**src/rtl/ram_arbiter_if.sv**
```systemverilog
// Requester and RAM-side signals of the two-port RAM arbiter.
// The slave modport is the arbiter's view; master is the requesters/RAM view.
interface ram_arbiter_if;
  logic        p0_req_in;
  logic [12:0] p0_address_in;
  logic        p0_ready_out;
  logic [63:0] p0_data_out;

  logic        p1_req_in;
  logic        p1_write_in;
  logic [12:0] p1_address_in;
  logic [1:0]  p1_size_in;
  logic [63:0] p1_value_in;
  logic        p1_ready_out;
  logic [63:0] p1_data_out;
  logic        p1_error_out;

  logic [9:0]  ram_address_out;
  logic [63:0] ram_value_out;
  logic [7:0]  ram_mask_out;
  logic        ram_write_signal_out;
  logic        ram_read_signal_out;
  logic [63:0] ram_data_read_value_in;

  modport slave (
    input  p0_req_in, p0_address_in,
    output p0_ready_out, p0_data_out,
    input  p1_req_in, p1_write_in, p1_address_in, p1_size_in, p1_value_in,
    output p1_ready_out, p1_data_out, p1_error_out,
    output ram_address_out, ram_value_out, ram_mask_out,
    output ram_write_signal_out, ram_read_signal_out,
    input  ram_data_read_value_in
  );

  modport master (
    output p0_req_in, p0_address_in,
    input  p0_ready_out, p0_data_out,
    output p1_req_in, p1_write_in, p1_address_in, p1_size_in, p1_value_in,
    input  p1_ready_out, p1_data_out, p1_error_out,
    input  ram_address_out, ram_value_out, ram_mask_out,
    input  ram_write_signal_out, ram_read_signal_out,
    output ram_data_read_value_in
  );
endinterface

```
**src/rtl/ram_arbiter.sv**
```systemverilog
// Round-robin arbiter and access sequencer sharing one 64-bit x 1024-word RAM port
// between instruction fetch (port 0) and load/store (port 1).
module ram_arbiter (
  input logic           clk_in,
  input logic           reset_in,
  ram_arbiter_if.slave  bus
);

  typedef enum logic [1:0] {StIdle, StAccess, StResp} state_e;

  state_e      state_q, state_d;
  logic        last_grant_q, last_grant_d;
  logic        port_q, port_d;
  logic [2:0]  off_q, off_d;
  logic [1:0]  size_q, size_d;
  logic        wr_q, wr_d;
  logic        mis_q, mis_d;
  logic [9:0]  ram_addr_q, ram_addr_d;
  logic [63:0] ram_val_q, ram_val_d;
  logic        p0_ready_q, p0_ready_d;
  logic        p1_ready_q, p1_ready_d;
  logic        p1_err_q, p1_err_d;
  logic [63:0] p0_data_q, p0_data_d;
  logic [63:0] p1_data_q, p1_data_d;

  logic        gnt1;
  logic [9:0]  sel_word;
  logic [2:0]  sel_off;
  logic [1:0]  sel_size;
  logic        sel_wr;
  logic [63:0] sel_val;
  logic        sel_mis;
  logic [7:0]  byte_base;
  logic [63:0] bit_mask;
  logic [63:0] rd_shift;
  logic        in_access;
  logic        unused_p0_off;

  assign unused_p0_off = ^bus.p0_address_in[2:0];

  // Tie goes to the port not granted last; last_grant_q holds the last granted port id.
  assign gnt1     = bus.p1_req_in && (!bus.p0_req_in || !last_grant_q);
  assign sel_word = gnt1 ? bus.p1_address_in[12:3] : bus.p0_address_in[12:3];
  assign sel_off  = gnt1 ? bus.p1_address_in[2:0] : 3'd0;
  assign sel_size = gnt1 ? bus.p1_size_in : 2'd3;
  assign sel_wr   = gnt1 && bus.p1_write_in;
  assign sel_val  = gnt1 ? bus.p1_value_in : 64'd0;

  always_comb begin
    sel_mis = 1'b0;
    case (sel_size)
      2'd1:    sel_mis = sel_off[0];
      2'd2:    sel_mis = |sel_off[1:0];
      2'd3:    sel_mis = |sel_off;
      default: sel_mis = 1'b0;
    endcase
  end

  always_comb begin
    byte_base = 8'h01;
    bit_mask  = 64'h0000_0000_0000_00ff;
    unique case (size_q)
      2'd0: begin byte_base = 8'h01; bit_mask = 64'h0000_0000_0000_00ff; end
      2'd1: begin byte_base = 8'h03; bit_mask = 64'h0000_0000_0000_ffff; end
      2'd2: begin byte_base = 8'h0f; bit_mask = 64'h0000_0000_ffff_ffff; end
      2'd3: begin byte_base = 8'hff; bit_mask = 64'hffff_ffff_ffff_ffff; end
    endcase
  end

  assign rd_shift = bus.ram_data_read_value_in >> {off_q, 3'b000};

  always_comb begin
    state_d      = state_q;
    last_grant_d = last_grant_q;
    port_d       = port_q;
    off_d        = off_q;
    size_d       = size_q;
    wr_d         = wr_q;
    mis_d        = mis_q;
    ram_addr_d   = ram_addr_q;
    ram_val_d    = ram_val_q;
    p0_ready_d   = 1'b0;
    p1_ready_d   = 1'b0;
    p1_err_d     = 1'b0;
    p0_data_d    = 64'd0;
    p1_data_d    = 64'd0;
    unique case (state_q)
      StIdle: begin
        if (bus.p0_req_in || bus.p1_req_in) begin
          last_grant_d = gnt1;
          port_d       = gnt1;
          off_d        = sel_off;
          size_d       = sel_size;
          wr_d         = sel_wr;
          mis_d        = sel_mis;
          ram_addr_d   = sel_word;
          ram_val_d    = sel_val << {sel_off, 3'b000};
          state_d      = StAccess;
        end
      end
      StAccess: begin
        // RAM read data is valid by the end of the access cycle; register the response here.
        if (!port_q) begin
          p0_ready_d = 1'b1;
          p0_data_d  = bus.ram_data_read_value_in;
        end else begin
          p1_ready_d = 1'b1;
          p1_err_d   = mis_q;
          p1_data_d  = (mis_q || wr_q) ? 64'd0 : (rd_shift & bit_mask);
        end
        state_d = StResp;
      end
      StResp:  state_d = StIdle;
      default: state_d = StIdle;
    endcase
  end

  always_ff @(posedge clk_in) begin
    if (reset_in) begin
      state_q      <= StIdle;
      last_grant_q <= 1'b1;
      port_q       <= 1'b0;
      off_q        <= 3'd0;
      size_q       <= 2'd0;
      wr_q         <= 1'b0;
      mis_q        <= 1'b0;
      ram_addr_q   <= 10'd0;
      ram_val_q    <= 64'd0;
      p0_ready_q   <= 1'b0;
      p1_ready_q   <= 1'b0;
      p1_err_q     <= 1'b0;
      p0_data_q    <= 64'd0;
      p1_data_q    <= 64'd0;
    end else begin
      state_q      <= state_d;
      last_grant_q <= last_grant_d;
      port_q       <= port_d;
      off_q        <= off_d;
      size_q       <= size_d;
      wr_q         <= wr_d;
      mis_q        <= mis_d;
      ram_addr_q   <= ram_addr_d;
      ram_val_q    <= ram_val_d;
      p0_ready_q   <= p0_ready_d;
      p1_ready_q   <= p1_ready_d;
      p1_err_q     <= p1_err_d;
      p0_data_q    <= p0_data_d;
      p1_data_q    <= p1_data_d;
    end
  end

  // Reset gates the strobes immediately so an access in flight cannot write.
  assign in_access                = (state_q == StAccess) && !reset_in;
  assign bus.ram_read_signal_out  = in_access && !mis_q && !wr_q;
  assign bus.ram_write_signal_out = in_access && !mis_q && wr_q;
  assign bus.ram_mask_out         = in_access ? (byte_base << off_q) : 8'd0;
  assign bus.ram_address_out      = ram_addr_q;
  assign bus.ram_value_out        = ram_val_q;
  assign bus.p0_ready_out         = p0_ready_q;
  assign bus.p0_data_out          = p0_data_q;
  assign bus.p1_ready_out         = p1_ready_q;
  assign bus.p1_data_out          = p1_data_q;
  assign bus.p1_error_out         = p1_err_q;

endmodule
```
**src/flat_wrapper.sv**
```systemverilog
// flat-port wrapper written by rule: the top's interface ports become plain ports
module ram_arbiter_flat 
  (clk_in, reset_in, bus_p0_req_in, bus_p0_address_in, bus_p0_ready_out, bus_p0_data_out, bus_p1_req_in, bus_p1_write_in, bus_p1_address_in, bus_p1_size_in, bus_p1_value_in, bus_p1_ready_out, bus_p1_data_out, bus_p1_error_out, bus_ram_address_out, bus_ram_value_out, bus_ram_mask_out, bus_ram_write_signal_out, bus_ram_read_signal_out, bus_ram_data_read_value_in);
  ram_arbiter_if bus_i ();
  input logic clk_in;
  input logic reset_in;
  input wire logic [$bits(bus_i.p0_req_in)-1:0] bus_p0_req_in;
  input wire logic [$bits(bus_i.p0_address_in)-1:0] bus_p0_address_in;
  output wire logic [$bits(bus_i.p0_ready_out)-1:0] bus_p0_ready_out;
  output wire logic [$bits(bus_i.p0_data_out)-1:0] bus_p0_data_out;
  input wire logic [$bits(bus_i.p1_req_in)-1:0] bus_p1_req_in;
  input wire logic [$bits(bus_i.p1_write_in)-1:0] bus_p1_write_in;
  input wire logic [$bits(bus_i.p1_address_in)-1:0] bus_p1_address_in;
  input wire logic [$bits(bus_i.p1_size_in)-1:0] bus_p1_size_in;
  input wire logic [$bits(bus_i.p1_value_in)-1:0] bus_p1_value_in;
  output wire logic [$bits(bus_i.p1_ready_out)-1:0] bus_p1_ready_out;
  output wire logic [$bits(bus_i.p1_data_out)-1:0] bus_p1_data_out;
  output wire logic [$bits(bus_i.p1_error_out)-1:0] bus_p1_error_out;
  output wire logic [$bits(bus_i.ram_address_out)-1:0] bus_ram_address_out;
  output wire logic [$bits(bus_i.ram_value_out)-1:0] bus_ram_value_out;
  output wire logic [$bits(bus_i.ram_mask_out)-1:0] bus_ram_mask_out;
  output wire logic [$bits(bus_i.ram_write_signal_out)-1:0] bus_ram_write_signal_out;
  output wire logic [$bits(bus_i.ram_read_signal_out)-1:0] bus_ram_read_signal_out;
  input wire logic [$bits(bus_i.ram_data_read_value_in)-1:0] bus_ram_data_read_value_in;
  assign bus_i.p0_req_in = bus_p0_req_in;
  assign bus_i.p0_address_in = bus_p0_address_in;
  assign bus_p0_ready_out = bus_i.p0_ready_out;
  assign bus_p0_data_out = bus_i.p0_data_out;
  assign bus_i.p1_req_in = bus_p1_req_in;
  assign bus_i.p1_write_in = bus_p1_write_in;
  assign bus_i.p1_address_in = bus_p1_address_in;
  assign bus_i.p1_size_in = bus_p1_size_in;
  assign bus_i.p1_value_in = bus_p1_value_in;
  assign bus_p1_ready_out = bus_i.p1_ready_out;
  assign bus_p1_data_out = bus_i.p1_data_out;
  assign bus_p1_error_out = bus_i.p1_error_out;
  assign bus_ram_address_out = bus_i.ram_address_out;
  assign bus_ram_value_out = bus_i.ram_value_out;
  assign bus_ram_mask_out = bus_i.ram_mask_out;
  assign bus_ram_write_signal_out = bus_i.ram_write_signal_out;
  assign bus_ram_read_signal_out = bus_i.ram_read_signal_out;
  assign bus_i.ram_data_read_value_in = bus_ram_data_read_value_in;
  ram_arbiter u_core (.clk_in(clk_in), .reset_in(reset_in), .bus(bus_i));
endmodule
```
**config.mk**
```make
export PLATFORM = sky130hd
export DESIGN_NAME = ram_arbiter_flat
export DESIGN_NICKNAME = d
export VERILOG_FILES = /design/src/rtl/ram_arbiter_if.sv /design/src/rtl/ram_arbiter.sv /design/src/flat_wrapper.sv
export SDC_FILE = /design/constraint.sdc
export NUM_CORES = 1
export LEC_CHECK = 0
export ABC_AREA = 1
export CORE_ASPECT_RATIO = 0.7
export CORE_MARGIN = 2
export CORE_UTILIZATION = 44
export DETAILED_ROUTE_END_ITERATION = 8
export PLACE_DENSITY = 0.92
export SLEW_MARGIN = 0
export SYNTH_ARGS = -nofsm -noshare
export SYNTH_HDL_FRONTEND = slang
export SYNTH_SLANG_ARGS = --single-unit
```
**constraint.sdc**
```tcl
create_clock -name clk_in -period 1.6 [get_ports clk_in]
set_input_delay 0.32 -clock clk_in [delete_from_list [all_inputs] [get_ports clk_in]]
set_output_delay 0.32 -clock clk_in [all_outputs]
set_load 0.1 [all_outputs]
```
==> out/results.ini, run 1 <==
[placed_design]
placed_area_sq_um = 17200
dp_slack_ns = -0.589
io_buffers = 372
hpwl_mm = 39.8
gp_congestion = 1.22

[logic_synthesis]
ys.flop_type = dfxtp_1
synthTopCellsByCount = nand2_1 (434), dfxtp_1 (216), o21ai_0 (147), nor2_1 (130), nand3_1 (129)
yosysTopAreaCell = dfxtp_1
netlist_instances = 1452
yosys.cell_count.top_type = nand2_1
synth-edff-count = 0
synthTopCellsByArea = dfxtp_1 (44%), nand2_1 (17%), o21ai_0 (7.5%), nand3_1 (6.6%), nor2_1 (5.0%)
netlist.area_leader.share = 0.440
synth_nets = 1613
synth-seq-cells = 216
seq_area_frac_synth = 0.440
async_reset_ff_frac = 0
synth_warnings = 0
ys_types = 37
synth_area_per_cell_sq_um = 6.76
netlist_area_sq_um = 9820

[run_status]
status = did not finish
lastStage = global routing (5_1_grt)
firstError = [ERROR GRT-0232] Routing congestion too high. Check the congestion heatmap in the GUI.

[die]
die_w_microns = 183
num_io_pins = 376
start_util = 0.451
die_h_microns = 129
row_count = 45

[clock_tree]
cts_max_path_buffers = 3
clock_sinks = 216
cts_made_buffers = 21
ctsHoldBuffers = 0
cts_root_buffer = clkbuf_16
htree_levels = 1

[global_route]
grt_use_total = 0.771
grt-ovfl-total = 6
antenna_found_initial = 8
grt_max_degree = 53

[sta]
worst_endpoint_kind = top-level output
grt-worst-endpoint = bus_ram_mask_out[7]

[per-stage QoR]
| step | util | instances |
|---|---|---|
| global placement | 0.787 | 2176 |
| floorplan | - | 1452 |
| detailed placement | 0.787 | 2176 |
| CTS | 0.832 | 2224 |
[routing by layer]
layer,track usage,overflow
met1,0.766,0
met2,0.898,4
met3,0.685,1
met4,0.724,1
met5,0.506,0
[kinds of logic after synthesis]
family,count (synthesis),share of synthesized area
compound gates,259,0.141
buf+inv,214,0.0898
flops,216,0.440
simple gates,763,0.329
[repair_timing]
action,4_1_cts
endpoints found under the hold margin,0
resized for setup,83
endpoints found under the setup margin,59
cloned,1
pin swaps,14
setup buffers,9
==> run 2, diff against run 1 <==
--- a/config.mk
+++ b/config.mk
@@ -6,11 +6,10 @@
 export NUM_CORES = 1
 export LEC_CHECK = 0
 export ABC_AREA = 1
-export CORE_ASPECT_RATIO = 0.7
 export CORE_MARGIN = 2
-export CORE_UTILIZATION = 44
+export CORE_UTILIZATION = 37
 export DETAILED_ROUTE_END_ITERATION = 8
-export PLACE_DENSITY = 0.92
+export PLACE_DENSITY_LB_ADDON = 0.15
 export SLEW_MARGIN = 0
 export SYNTH_ARGS = -nofsm -noshare
 export SYNTH_HDL_FRONTEND = slang
==> run 2 against run 1 <==
Compared with the run above:
- the flow now finishes, with violations (setup timing)
- synthesized cell count stayed put
- area after synthesis did not move
==> out/results.ini, run 2 <==
[setup_path]
arrival_ns = 1.71
cp_max_fo = 6
worstSetupPathType = register to output port
crit_slowest_cell = dfxtp_2
worstPathCellList = buf_6 -> nand3_4 -> inv_4 -> a31oi_4 -> a21oi_4 -> buf_12
max_stage_delay_ns = 0.34
path_buf_inv = 3
cp.required_ns = 1.28
reg2reg_setup_slack_ns = -0.11
cp-end-kind = output port
critPathLaunchType = register
critPathTopFamily = buffers and inverters

[detailed_routing]
drt_first_pass_iters = 5
first_iter_violations = 999
avgViaCountPerCell = 5.20
drc_errors = 0
vias = 11900
finalWirelength_mm = 44.5
postRouteAntennaNets = 0
wire_per_inst_microns = 19.4

[sta]
slew_viol_final = 0
rsz0062_at_grt = true
fin_crit_sh = 1.27
fin_ws_ns = -0.426
finClkSkew_ns = 0.00883
period_needed_ns = 2.03
hold_viol_final = 0
slew_headroom = 0.610
setup_violations = 68
fmax_mhz = 494
setup_tns_ns = -6.66
worstMarginPinSlew_ns = 0.585

[logic_synthesis]
ys_types = 37
synth_area_per_cell_sq_um = 6.76
netlist.area_leader.share = 0.440
synth_warnings = 0
synthTopCellsByCount = nand2_1 (434), dfxtp_1 (216), o21ai_0 (147), nor2_1 (130), nand3_1 (129)
synth_nets = 1613
seq_area_frac_synth = 0.440
synth-edff-count = 0
synthTopCellsByArea = dfxtp_1 (44%), nand2_1 (17%), o21ai_0 (7.5%), nand3_1 (6.6%), nor2_1 (5.0%)
synth-seq-cells = 216
ys.flop_type = dfxtp_1
yosysTopAreaCell = dfxtp_1
async_reset_ff_frac = 0
netlist_area_sq_um = 9820
yosys.cell_count.top_type = nand2_1
netlist_instances = 1452

[clock_tree]
cts_made_buffers = 25
ctsHoldBuffers = 0
insertion_delay_ns = 0.52
cts_max_path_buffers = 3
clkTransAtPathRegs_ns = 0.06
cts_root_buffer = clkbuf_16
htree_levels = 1
cts_tree = done
clock_sinks = 216

[power]
power_frac_seq = 0.343
vdd_drop_max_mv = 0.973
p_leak_nw = 8.11
p_sw_mw = 5.82
power_frac_comb = 0.298
pwr-share-clk = 0.359
sw_frac_of_total = 0.344
intPower_mw = 11.1
powerDensity_nw_per_um2 = 914

[finish]
final_common_cell = nand2_1
syn_to_final_growth_pct = 88.5
drive_above_1_share = 0.267
nets = 2094
final_area_sq_um = 18500
fillers = 2042
finalNonFillerCells = 2288
mostFrequentLayoutCells = nand2_1 (432), buf_12 (229), dfxtp_1 (212)

[placed_design]
placed_area_sq_um = 17300
dp_slack_ns = -0.579
io_buffers = 372
gp_congestion = 1.05
hpwl_mm = 34.1
dp_cells = 2229

[die]
die_h_microns = 167
start_util = 0.377
core_area_sq_um = 26100
die_w_microns = 167
row_count = 59
num_io_pins = 376
die-area_sq_um = 27900

[job]
drv_cap = 0

[global_route]
grt_use_total = 0.305
grt_max_degree = 70
grt_pass1_vias = 11600
grt-ovfl-total = 0
antenna_found_initial = 1
grt_pass1_wl_mm = 67.0

[run_status]
status = finished, violations left
violations = setup timing

[min_path]
hold_path_class = input port to register

## run 2: cell counts after synthesis
No cell type changed its count.
## run 2: timing repair
action	4_1_cts	5_1_grt
setup buffers	4	6
setup endpoints to repair	16	102
pin swaps	10	3
cloned	0	2
resized for setup	38	38
## run 2: per-layer routing
layer,up-vias,share of wire,GRT usage
met3,123,0.071,0.0423
met4,0,0.055,0.152
met1,5451,0.38,0.362
met5,-,0,0
met2,646,0.50,0.539
li1,5683,-,-
## run 2: kinds of logic after synthesis
group,after synthesis,synth area share
and+or+nand+nor,763,0.329
AOI/OAI and AO/OA,259,0.141
buffers and inverters,214,0.0898
DFF,216,0.440
## run 2: cell type report
class / count / area (sq um) / area share
Clock buffer: 25 / 626 / 0.0338
Tap cell: 335 / 419 / 0.0226
Multi-Input combinational cell: 1022 / 4900 / 0.265
Antenna cell: 1 / 2.50 / 0.000135
Sequential cell: 216 / 4330 / 0.234
Clock inverter: 21 / 250 / 0.0135
Inverter: 110 / 435 / 0.0235
Timing Repair Buffer: 558 / 7540 / 0.407
## run 2: power by group through the flow
stage | Combinational [mW] | Clock (mW) | Sequential, mW
6_report | 5.04 | 6.06 | 5.80
5_1_grt | 5.30 | 6.36 | 5.82
3_5_place_dp | 4.83 | 0 | 5.92
2_1_floorplan | 1.44 | 0 | 7.03
4_1_cts | 4.91 | 6.15 | 5.80
3_3_place_gp | 4.81 | 0 | 5.91
## run 2: tightest hold or removal path, cell delays in order
cell and delay [ns]:
clkdlybuf4s50_1 0.40, nand2_1 0.06, a21oi_1 0.05
## run 2: final timing paths
kind	startpoint	to	depth (start not counted)
worst min register to register	u_core.port_q	u_core.bus.p0_ready_out	1
worst max-delay path	u_core.state_q[0]	bus_ram_mask_out[5]	6
worst min-delay path	bus_p1_write_in	u_core.wr_q	3
worst max register to register	u_core.state_q[0]	u_core.bus.p1_data_out[31]	10
## run 2: through the flow
step	utilization	total power [mW]	hold WS, ns
after floorplan	-	8.47	0.432
after global placement	0.663	10.7	0.474
after detailed placement	0.663	10.7	0.492
after CTS	0.702	16.9	0.353
after global routing	0.710	17.5	0.373
final	0.710	16.9	0.370
Note: power is estimated with default switching activity, not from simulation.
